<file path="config.mk">
export PLATFORM = sky130hd
export DESIGN_NAME = mult_div_ctrl
export DESIGN_NICKNAME = d
export VERILOG_FILES = /design/src/rtl/mult_div_pkg.sv /design/src/rtl/unit_watchdog.sv /design/src/rtl/mult_div_ctrl.sv
export SDC_FILE = /design/constraint.sdc
export NUM_CORES = 1
export LEC_CHECK = 0
export ABC_AREA = 1
export ABC_CLOCK_PERIOD_IN_PS = 1500
export CAP_MARGIN = 20
export CORE_MARGIN = 1.5
export CORE_UTILIZATION = 45
export CTS_CLUSTER_SIZE = 20
export DETAILED_ROUTE_END_ITERATION = 8
export PLACE_DENSITY = 0.8
export SLEW_MARGIN = 20
export SYNTH_ARGS = -nofsm -noshare
export SYNTH_HDL_FRONTEND = slang
export SYNTH_HIERARCHICAL = 1
export SYNTH_SLANG_ARGS = --single-unit
</file>
<file path="constraint.sdc">
create_clock -name clk -period 1.5 [get_ports clk]
set_input_delay 0.3 -clock clk [delete_from_list [all_inputs] [get_ports clk]]
set_output_delay 0.3 -clock clk [all_outputs]
set_load 0.02 [all_outputs]
</file>
<file path="src/rtl/mult_div_pkg.sv">
// Shared opcode encoding, controller state encoding and watchdog default
// for the multiply/divide sequencing controller.
package mult_div_pkg;

    localparam int TIMEOUT_DEFAULT = 40;

    typedef enum logic [1:0] {
        OP_MULT = 2'b00,
        OP_DIV  = 2'b01,
        OP_MTHI = 2'b10,
        OP_MTLO = 2'b11
    } opcode_e;

    typedef logic [2:0] state_t;

    localparam state_t ST_IDLE       = 3'd0;
    localparam state_t ST_MULT_START = 3'd1;
    localparam state_t ST_MULT_WAIT  = 3'd2;
    localparam state_t ST_DIV_START  = 3'd3;
    localparam state_t ST_DIV_WAIT   = 3'd4;
    localparam state_t ST_WRITE      = 3'd5;

endpackage

</file>
<file path="src/rtl/unit_watchdog.sv">
// Cycle counter guarding a WAIT state; expired marks the TIMEOUT-th enabled
// cycle since the last clear.
module unit_watchdog #(
    parameter int TIMEOUT = 40
) (
    input  logic clk,
    input  logic rst_n,
    input  logic clear,
    input  logic enable,
    output logic expired
);

    localparam int CW = $clog2(TIMEOUT + 1);
    localparam logic [CW-1:0] LAST = CW'(TIMEOUT - 1);

    logic [CW-1:0] count_reg;

    // count_reg holds the number of enabled cycles already completed.
    assign expired = enable && (count_reg == LAST);

    always_ff @(posedge clk or negedge rst_n) begin
        if (!rst_n) begin
            count_reg <= '0;
        end else if (clear) begin
            count_reg <= '0;
        end else if (enable && !expired) begin
            count_reg <= count_reg + 1'b1;
        end
    end

endmodule

</file>
<file path="src/rtl/mult_div_ctrl.sv">
// Sequencer for the iterative multiply/divide units; owns HI/LO, drives the
// pipeline stall and aborts an operation whose unit never reports done.
module mult_div_ctrl
    import mult_div_pkg::*;
#(
    parameter int WIDTH   = 32,
    parameter int TIMEOUT = TIMEOUT_DEFAULT
) (
    input  logic             clk,
    input  logic             Reset,
    input  logic             OpStart,
    input  logic [1:0]       OpCode,
    input  logic [WIDTH-1:0] A,
    input  logic [WIDTH-1:0] B,
    output logic [WIDTH-1:0] OperandA,
    output logic [WIDTH-1:0] OperandB,
    output logic             MultIn,
    input  logic             MultOut,
    input  logic [WIDTH-1:0] MultHi,
    input  logic [WIDTH-1:0] MultLo,
    output logic             DivIn,
    input  logic             DivOut,
    input  logic [WIDTH-1:0] DivHi,
    input  logic [WIDTH-1:0] DivLo,
    output logic [WIDTH-1:0] Hi,
    output logic [WIDTH-1:0] Lo,
    output logic             Busy,
    output logic             DivZero,
    output logic             Timeout
);

    state_t           state_reg, state_next;
    logic [WIDTH-1:0] hi_reg, lo_reg;
    logic [WIDTH-1:0] opa_reg, opb_reg;
    logic [WIDTH-1:0] res_hi_reg, res_lo_reg;
    logic             div_zero_reg, div_zero_next;
    logic             timeout_reg, timeout_next;
    logic             load_ops, capture_mult, capture_div;
    logic             write_hi, write_lo;
    logic             wd_clear, wd_enable, wd_expired;
    opcode_e          op;

    assign op = opcode_e'(OpCode);

    always_comb begin
        state_next    = state_reg;
        load_ops      = 1'b0;
        capture_mult  = 1'b0;
        capture_div   = 1'b0;
        write_hi      = 1'b0;
        write_lo      = 1'b0;
        div_zero_next = 1'b0;
        timeout_next  = 1'b0;
        case (state_reg)
            ST_IDLE: begin
                if (OpStart) begin
                    case (op)
                        OP_MULT: begin
                            load_ops   = 1'b1;
                            state_next = ST_MULT_START;
                        end
                        OP_DIV: begin
                            if (B == '0) begin
                                div_zero_next = 1'b1;
                            end else begin
                                load_ops   = 1'b1;
                                state_next = ST_DIV_START;
                            end
                        end
                        OP_MTHI: write_hi = 1'b1;
                        OP_MTLO: write_lo = 1'b1;
                        default: ;
                    endcase
                end
            end
            // The done flag is still high from the previous operation here.
            ST_MULT_START: state_next = ST_MULT_WAIT;
            ST_DIV_START:  state_next = ST_DIV_WAIT;
            ST_MULT_WAIT: begin
                if (MultOut) begin
                    capture_mult = 1'b1;
                    state_next   = ST_WRITE;
                end else if (wd_expired) begin
                    timeout_next = 1'b1;
                    state_next   = ST_IDLE;
                end
            end
            ST_DIV_WAIT: begin
                if (DivOut) begin
                    capture_div = 1'b1;
                    state_next  = ST_WRITE;
                end else if (wd_expired) begin
                    timeout_next = 1'b1;
                    state_next   = ST_IDLE;
                end
            end
            ST_WRITE: state_next = ST_IDLE;
            default:  state_next = ST_IDLE;
        endcase
    end

    assign wd_clear  = (state_reg == ST_MULT_START) || (state_reg == ST_DIV_START);
    assign wd_enable = (state_reg == ST_MULT_WAIT) || (state_reg == ST_DIV_WAIT);

    unit_watchdog #(
        .TIMEOUT(TIMEOUT)
    ) u_watchdog (
        .clk    (clk),
        .rst_n  (Reset),
        .clear  (wd_clear),
        .enable (wd_enable),
        .expired(wd_expired)
    );

    always_ff @(posedge clk or negedge Reset) begin
        if (!Reset) begin
            state_reg    <= ST_IDLE;
            hi_reg       <= '0;
            lo_reg       <= '0;
            opa_reg      <= '0;
            opb_reg      <= '0;
            res_hi_reg   <= '0;
            res_lo_reg   <= '0;
            div_zero_reg <= 1'b0;
            timeout_reg  <= 1'b0;
        end else begin
            state_reg    <= state_next;
            div_zero_reg <= div_zero_next;
            timeout_reg  <= timeout_next;
            if (load_ops) begin
                opa_reg <= A;
                opb_reg <= B;
            end
            // The result is staged so HI/LO only move at the end of WRITE.
            if (capture_mult) begin
                res_hi_reg <= MultHi;
                res_lo_reg <= MultLo;
            end else if (capture_div) begin
                res_hi_reg <= DivHi;
                res_lo_reg <= DivLo;
            end
            if (write_hi) begin
                hi_reg <= A;
            end else if (state_reg == ST_WRITE) begin
                hi_reg <= res_hi_reg;
            end
            if (write_lo) begin
                lo_reg <= A;
            end else if (state_reg == ST_WRITE) begin
                lo_reg <= res_lo_reg;
            end
        end
    end

    assign OperandA = opa_reg;
    assign OperandB = opb_reg;
    assign Hi       = hi_reg;
    assign Lo       = lo_reg;
    assign MultIn   = (state_reg == ST_MULT_START);
    assign DivIn    = (state_reg == ST_DIV_START);
    assign Busy     = (state_reg != ST_IDLE);
    assign DivZero  = div_zero_reg;
    assign Timeout  = timeout_reg;

endmodule

</file>
# Word-level counts from Yosys, hierarchy flattened
# Cells that the tools add are included.
[op_classes]
add_sub_neg = 1
n_eq_ne = 12
mux = 39
n_reduce_logical = 14
[op_table]
columns = ["op", "count"]
rows = [
  ["$mux W32", 8],
  ["$logic_not A32 Y1", 1],
  ["$mux W1", 20],
  ["$mux W3", 5],
  ["$pmux W3 S5", 1],
  ["$mux W6", 2],
  ["$reduce_bool A2 Y1", 4],
  ["$add A6 B1 Y6 const B", 1],
  ["$eq A3 B2 Y1 const B", 2],
  ["$eq A3 B3 Y1 const B", 2],
  ["$eq A6 B6 Y1 const B", 1],
  ["$pmux W3 S2", 1],
  ["$eq A2 B2 Y1 const B", 2],
  ["$pmux W1 S2", 2],
  ["$eq A3 B1 Y1 const B", 1],
  ["$logic_not A3 Y1", 1],
  ["$ne A3 B1 Y1 const B", 1],
  ["$ne A3 B3 Y1 const B", 1],
  ["$reduce_and A3 Y1", 1],
  ["$reduce_bool A3 Y1", 1],
  ["$eq A2 B1 Y1 const B", 1],
  ["$logic_and A1 B1 Y1", 2],
  ["$logic_not A2 Y1", 1],
  ["$logic_or A1 B1 Y1", 2],
  ["2 further kinds", 2],
]
[totals]
reg_bits = 203
in_bits = 199
word_cells = 76

# Depth between registers and ports, before layout
# Gate-level depths: netlist of the first run.
[logic_depth]
ltp_word = 7
depth_mapped = 10
depth_no_buf = 10

# Hierarchy
# The synthesis of the first run kept the hierarchy.
[by_module_without_submodules]
columns = ["mod", "n_inst", "cells_each", "area_per_inst_um2", "seq_area_each_um2"]
rows = [
  ["mult_div_ctrl", 1, 991, 8861.0, 4929.7],
  ["unit_watchdog", 1, 47, 370.4, 150.1],
]

# Worst setup path after synthesis of the first run
# OpenSTA, ideal clock, no wires.
[synth_path]
path_type = "reg-to-reg"
start = "register state_reg[2]"
end = "register u_watchdog.count_reg[5]"
t_arrival_ps = 1486
required_ps = 1382
setup_slack_ps = -105
stages_incl_launch_ff = 7
path_buffers = 0
cell_sequence = "dfrtp_1 nor3_1 inv_1 nand2_1 inv_1 nand4_1 nand2_1"
[synth_via]
word_cells_on_any_way = 11
classes_between = "eq/ne (4); mux (1); reduce/logical (6)"
[synth_rtl]
columns = ["element", "line_no", "text"]
rows = [
  ["start: declaration", "mult_div_ctrl.sv:32", "state_t state_reg, state_next;"],
  ["start signal: assignment", "mult_div_ctrl.sv:127", "state_reg <= state_next;"],
  ["$eq A3 B1 Y1 *", "--", ""],
  ["named net MultIn", "mult_div_ctrl.sv:17", "output logic MultIn,"],
  ["$logic_or A1 B1 Y1 *", "mult_div_ctrl.sv:102", "assign wd_clear = (state_reg == ST_MULT_START) || (state_reg == ST_DIV_START);"],
  ["named net wd_clear", "mult_div_ctrl.sv:40", "logic wd_clear, wd_enable, wd_expired;"],
  ["$mux W6 or $reduce_bool A2 Y1 (tied branches)", "--", ""],
  ["end signal: assignment", "unit_watchdog.sv:27", "count_reg <= count_reg + 1'b1;"],
  ["end: declaration", "unit_watchdog.sv:16", "logic [CW-1:0] count_reg;"],
]
# The timed path passes the listed nets; every way through them passes the cells marked *.
# A chain may end at the register's enable or synchronous reset.

# Worst setup path in the final report of the first run
[layout_path]
start = "register state_reg[1]"
end = "register res_hi_reg[18]"
[layout_via]
elab_chain_len = 3
word_cells_on_any_way = 6
classes_between = "eq/ne (2); mux (3); reduce/logical (1)"
[layout_rtl]
columns = ["element", "line_no", "text"]
rows = [
  ["$eq A3 B2 Y1 or $eq A3 B3 Y1 (tied branches)", "mult_div_ctrl.sv:54", "case (state_reg)"],
  ["$mux W1", "mult_div_ctrl.sv:54", ""],
  ["$mux W32 or $reduce_bool A2 Y1 (tied branches)", "--", ""],
  ["end signal: assignment", "mult_div_ctrl.sv:136", "res_hi_reg <= MultHi;"],
  ["end signal: assignment", "mult_div_ctrl.sv:139", "res_hi_reg <= DivHi;"],
  ["end: declaration", "mult_div_ctrl.sv:35", "logic [WIDTH-1:0] res_hi_reg, res_lo_reg;"],
]
# Several ways; a longest one is shown, not always the timed one.

==> results of run 1 <==
[per-layer routing]
| metal | track usage | wire length [µm] |
|---|---|---|
| met4 | 0.181 | 3720 |
| met1 | 0.421 | 15400 |
| met2 | 0.594 | 23000 |
| met5 | 0 | 13 |
| met3 | 0.0769 | 4920 |
[final cells by class]
class	instances	area, µm²
diodes	1	2.50
clock buffers	30	612
clock inverters	2	35.0
fillers	1001	3090
inverters	148	571
multi-input cells	614	4990
flip-flops and latches	203	5080
well taps	270	338
repair buffers	483	5460
[kinds of logic after synthesis]
group / after synthesis
AO/OA/AOI/OAI: 202
XOR/XNOR: 2
adder cells (fa/ha/maj): 1
buffers and inverters: 222
flip-flops: 203
AND/OR/NAND/NOR: 408
[metrics by stage]
stage / setup TNS [ps] / area (µm²) / hold WS (ps) / utilization / cells
3_5_place_dp: -70460 / 13300 / 296 / 0.662 / 1642
6_report: -31020 / 17100 / 111 / 0.847 / 1751
5_1_grt: -40900 / 17100 / 108 / 0.847 / 1751
2_1_floorplan: 0 / 9240 / 4.41 / - / 1038
4_1_cts: -12240 / 15400 / 326 / 0.762 / 1722
3_3_place_gp: -63660 / 13300 / 293 / 0.662 / 1642
[critical path: cells and delay by family (launching register included)]
kind                   cells  cell delay (ps)
AO/OA/AOI/OAI              2              420
buffers and inverters      4              570
flip-flops                 1              410
AND/OR/NAND/NOR            3              210
[what timing repair did]
action	in CTS	in global routing
gates resized for setup	470	461
hold endpoints to repair	34	0
pin swaps	30	46
gates cloned	15	23
buffers inserted	33	15
hold buffers	1	0
setup endpoints to repair	261	266
[power breakdown]
group	switching (mW)	leakage, nW	internal, mW
sequential	1.77	2.53	8.03
clock	2.28	0.316	2.98
combinational	10.5	5.12	8.43
[synth_stat cells (all sizes together)]
master,n
nand2,228
ha,1
xor2,2
o31ai,1
buf,64
clkbuf,10
nor3,2
a21oi,6
nor4,1
o221ai,64
o21ai,66
o22ai,64
dfrtp,203
inv,148
o21bai,1
nand3,12
nand4,65
nor2,100
[how the worst max path moves through the flow]
stage	endpoint	slack (ps)	cells after the start
6_report	res_hi_reg[18]	-260	9
5_1_grt	DivZero	-330	8
4_1_cts	Busy	-190	4
3_5_place_dp	OperandB[19]	-510	10
3_3_place_gp	OperandB[13]	-430	10
2_1_floorplan	Timeout	80	9
==> flow_metrics.py, run 1 <==
metrics = {
    "run_status": {
        "status": "complete, but fails checks",
        "failed_checks": "negative setup slack",
    },
    "final_layout": {
        "final_cell_mix": "dfrtp_1, clkdlybuf4s50_1, inv_1, nand2_4, nand2_2",
        "drive_gt1_frac": 0.426,
        "syn_to_final_growth_pct": 85.0,
        "nets": 1672,
        "layout_commonest_cell": "dfrtp_1",
    },
    "worst_setup_path": {
        "reg2reg_to": "res_hi_reg[18]",
        "worstPathArrival_ps": 2140,
        "cp_max_fo": 13,
        "end_kind": "flop",
        "path_cells": "inv_2 > nor2_4 > nand2_2 > nor2_4 > buf_4 > buf_12 > buf_12 > o21ai_1 > o22ai_4",
        "r2r-start": "state_reg[1]",
        "cp_slowest_stage_delay_ps": 410,
        "ff2ff_path_depth": 9,
        "worstSetupStartpoint": "state_reg[1]",
        "cp.required_ps": 1870,
        "reg2reg_slack_ps": -260,
        "start_kind": "flop",
        "slowest_stage": "dfrtp_1",
        "critical_path_class": "flop to flop",
    },
    "yosys": {
        "yosysWarnings": 6,
        "syn-num-nets": 1238,
        "synth-simple-area-share": 0.193,
        "synth_area_um2": 9230,
        "synthCells": 1038,
        "seq_area_frac_synth": 0.550,
        "synth_top_family_by_area": "simple AND/OR/NAND/NOR gates",
        "ys_seq_elements": 203,
        "synth_area_leaders": "dfrtp_1, nand2_1, o221ai_1",
        "yosys.area.top_type": "dfrtp_1",
        "synthXorXnorAreaFrac": 0.00190,
        "synth_top_area_share": 0.550,
        "ys_types": 29,
        "yosys.area_share.adder": 0.00136,
        "syn_area_per_cell_um2": 8.89,
        "synth_mux_area_frac": 0,
        "synth_compound_area_frac": 0.146,
    },
    "route": {
        "firstDrtPassIters": 6,
        "first_iter_violations": 799,
        "antenna_left": 0,
        "num_vias": 10800,
        "viasPerCell": 6.14,
        "drc": 0,
        "avgRoutedWirePerCell_um": 26.9,
        "wirelength_um": 47100,
    },
    "pwr": {
        "p_per_area_nw_per_um2": 1990,
        "power.leakage_nw": 7.96,
        "total_power_mw": 34.0,
        "peakVddDrop_mv": 1.32,
    },
    "timing": {
        "rsz0062_at_grt": "true",
        "fin_crit_sh": 1.17,
        "hold_viol": 0,
        "max_freq_ghz": 0.568,
        "drv_slew": 0,
        "tightest_slew_ps": 501,
        "finalCriticalPeriod_ps": 1760,
        "fin_ws_ps": -260,
        "max_slew_margin": 0.666,
        "setup_viol_count_final": 229,
        "worst_clock_skew_ps": 16.6,
    },
    "hold_path": {
        "whs_path_depth": 3,
        "worstHoldEndpoint": "OperandB[24]",
        "min_from": "B[24]",
        "min_path_type": "primary input to flop",
    },
    "global_routing": {
        "antenna_found_initial": 2,
        "overflow": 0,
        "grt_pass1_vias": 10200,
        "grt_max_degree": 56,
        "grt_pass1_wl_um": 58100,
        "grt_use_total": 0.351,
    },
    "floorplanning": {
        "num_io_pins": 332,
        "die_area_um2": 21400,
        "die_w_um": 146,
        "fp.dieH_um": 146,
        "start_util": 0.458,
        "core.rowCount": 52,
        "coreArea_um2": 20200,
    },
    "clock_network": {
        "clock_latency_ps": 520,
        "cts-root-buf": "clkbuf_16",
        "cts.clk_slew.worst_paths_ps": 60,
        "htreeDepth": 1,
        "clock_sinks": 203,
        "cts_made_buffers": 22,
        "cts.path.max_buffers": 3,
        "cts_tree": "yes",
    },
    "run": {
        "maxCapViolCount": 0,
    },
    "placement": {
        "post-place-ws_ps": -515,
        "port_buffers": 331,
        "globalplace.congestion": 0.873,
        "dp_hpwl_um": 23300,
    },
}
Note: power is estimated with default switching activity, not from simulation.
==> run 2: changes to the inputs <==
- ABC_CLOCK_PERIOD_IN_PS: 1500 -> 2300
- CORE_UTILIZATION: 45 -> 49
- PLACE_DENSITY: 0.8 -> 0.87
- clock period: 1.5 -> 2.3 ns (I/O delays scaled with it)
==> run 2 against run 1 <==
The run now ends clean. Register-to-register slack gained 820 ps. Die area is 8.0% lower. Sequential share of layout area up 7.5 points. Final area fell by 20%. Cell count is 8.6% lower. Core utilization decreased by 11 points. Global-route usage decreased by 3.0 points. Non-clock buffer count down 120. Highest routed layer is now met4. Flip-flop and latch count stayed put. Critical endpoint is now MultIn. Via count fell by 15%.
==> flow_metrics.py, run 2 (synthesis results as in run 1) <==
metrics = {
    "worst_setup_path": {
        "cp_max_fo": 4,
        "r2r-start": "state_reg[1]",
        "critical_path_class": "flop to output pin",
        "reg2reg_slack_ps": 560,
        "reg2reg_to": "Timeout",
        "worstPathArrival_ps": 1650,
        "end_kind": "output pin",
        "start_kind": "flop",
        "ff2ff_path_depth": 9,
        "cp.required_ps": 1840,
    },
    "route": {
        "avgRoutedWirePerCell_um": 19.8,
        "firstDrtPassIters": 5,
        "wirelength_um": 31700,
        "first_iter_violations": 624,
        "viasPerCell": 5.69,
        "drc": 0,
        "num_vias": 9105,
        "antenna_left": 0,
    },
    "placement": {
        "dp_hpwl_um": 22200,
        "port_buffers": 331,
        "placed_area_um2": 12900,
        "globalplace.congestion": 0.921,
    },
    "final_layout": {
        "syn_to_final_growth_pct": 47.6,
        "nFillCells": 1328,
        "drive_gt1_frac": 0.0673,
        "design_area_um2": 13600,
        "antenna_cells": 0,
        "layout_commonest_cell": "clkdlybuf4s50_1",
        "final_cell_mix": "clkdlybuf4s50_1, nand2_1, dfrtp_1, inv_1, nor2_1",
        "nets": 1551,
    },
    "clock_network": {
        "cts_made_buffers": 22,
        "cts.path.max_buffers": 3,
        "clock_sinks": 203,
        "cts-root-buf": "clkbuf_16",
        "cts_tree": "yes",
        "clock_latency_ps": 490,
        "post_cts_buffers": 0,
        "htreeDepth": 1,
        "cts.clk_slew.worst_paths_ps": 60,
    },
    "global_routing": {
        "grt_max_degree": 67,
        "grt_use_total": 0.320,
        "antenna_found_initial": 0,
        "grt_pass1_wl_um": 49600,
        "overflow": 0,
        "grt_pass1_vias": 9118,
    },
    "run": {
        "maxCapViolCount": 0,
    },
    "run_status": {
        "status": "finished, final reports clean",
    },
    "floorplanning": {
        "die_area_um2": 19700,
        "fp.dieH_um": 140,
        "coreArea_um2": 18600,
        "start_util": 0.497,
        "die_w_um": 140,
        "core.rowCount": 50,
        "num_io_pins": 332,
    },
    "timing": {
        "drv_slew": 0,
        "worst_clock_skew_ps": 5.94,
        "hold_viol": 0,
        "tightest_slew_ps": 524,
        "setup_viol_count_final": 0,
        "max_slew_margin": 0.651,
        "max_freq_ghz": 0.474,
        "finalSetupTns_ps": 0,
        "rsz0062_at_grt": "false",
        "finalCriticalPeriod_ps": 2110,
        "hold_ws_ps": 469,
        "fin_crit_sh": 0.918,
    },
    "pwr": {
        "power.leakage_nw": 6.17,
        "p_per_area_nw_per_um2": 1320,
        "peakVddDrop_mv": 0.921,
    },
    "hold_path": {
        "whs_path_depth": 2,
        "worstHoldEndpoint": "OperandA[21]",
        "min_from": "OperandA[21]",
        "min_path_type": "flop to flop",
    },
}
## run 2: changes by cell type in the layout (fill, tap and decap cells not counted), sizes merged, moves of 3 or more
cell / change
buf: -112
clkbuf: -68
clkdlybuf4s15: -71
clkdlybuf4s50: +147
dlygate4sd2: +3
dlymetal6s2s: -17
## run 2: layout make-up
type | count | area, µm² | share of cell area
clock inverter | 7 | 91.3 | 0.00670
inverter | 148 | 556 | 0.0408
sequential | 203 | 5080 | 0.373
multi-input combinational | 613 | 3220 | 0.236
clock buffer | 32 | 669 | 0.0491
tap | 234 | 293 | 0.0215
timing repair buffer | 363 | 3720 | 0.273
## run 2: power by group
| group | total [mW] | internal (mW) | switching, mW |
|---|---|---|---|
| Combinational | 8.21 | 3.52 | 4.68 |
| Sequential | 6.05 | 5.23 | 0.816 |
| Clock | 3.67 | 2.25 | 1.43 |
| Total | 17.9 | 11.0 | 6.93 |
## run 2: timing repair
action / in CTS / in global routing
gates resized for setup: 3 / 0
hold buffers: 1 / 0
hold endpoints to repair: 53 / 0
endpoints found under the setup margin: 3 / 0
## run 2: worst max-delay path by stage
stage	start	to	slack [ps]	cells past startpoint
after floorplan	state_reg[2]	u_watchdog/count_reg[5]	700	6
after global placement	B[11]	OperandB[10]	80	11
after detailed placement	B[11]	OperandA[7]	50	11
after CTS	state_reg[0]	MultIn	170	3
after global routing	state_reg[2]	Busy	140	3
final	state_reg[0]	MultIn	190	3
## run 2: per-stage QoR
| step | std cells | worst slack, ps | utilization | total power, mW |
|---|---|---|---|---|
| 2_1_floorplan | 1038 | 695 | - | 10.3 |
| 3_3_place_gp | 1560 | 82.1 | 0.692 | 13.9 |
| 3_5_place_dp | 1560 | 48.5 | 0.692 | 14.2 |
| 4_1_cts | 1600 | 171 | 0.733 | 17.9 |
| 5_1_grt | 1600 | 135 | 0.733 | 18.9 |
| 6_report | 1600 | 189 | 0.733 | 17.9 |
## run 2: routing by layer
layer,global-route usage,share of wire
met1,0.400,0.38
met2,0.543,0.49
met3,0.0656,0.088
met4,0.136,0.042
met5,0,0
## run 2: worst max-delay path, stage by stage, from the launching register on
cell and delay, ps:
dfrtp_1 440, inv_2 90, nor3_1 230, dlygate4sd2_1 390
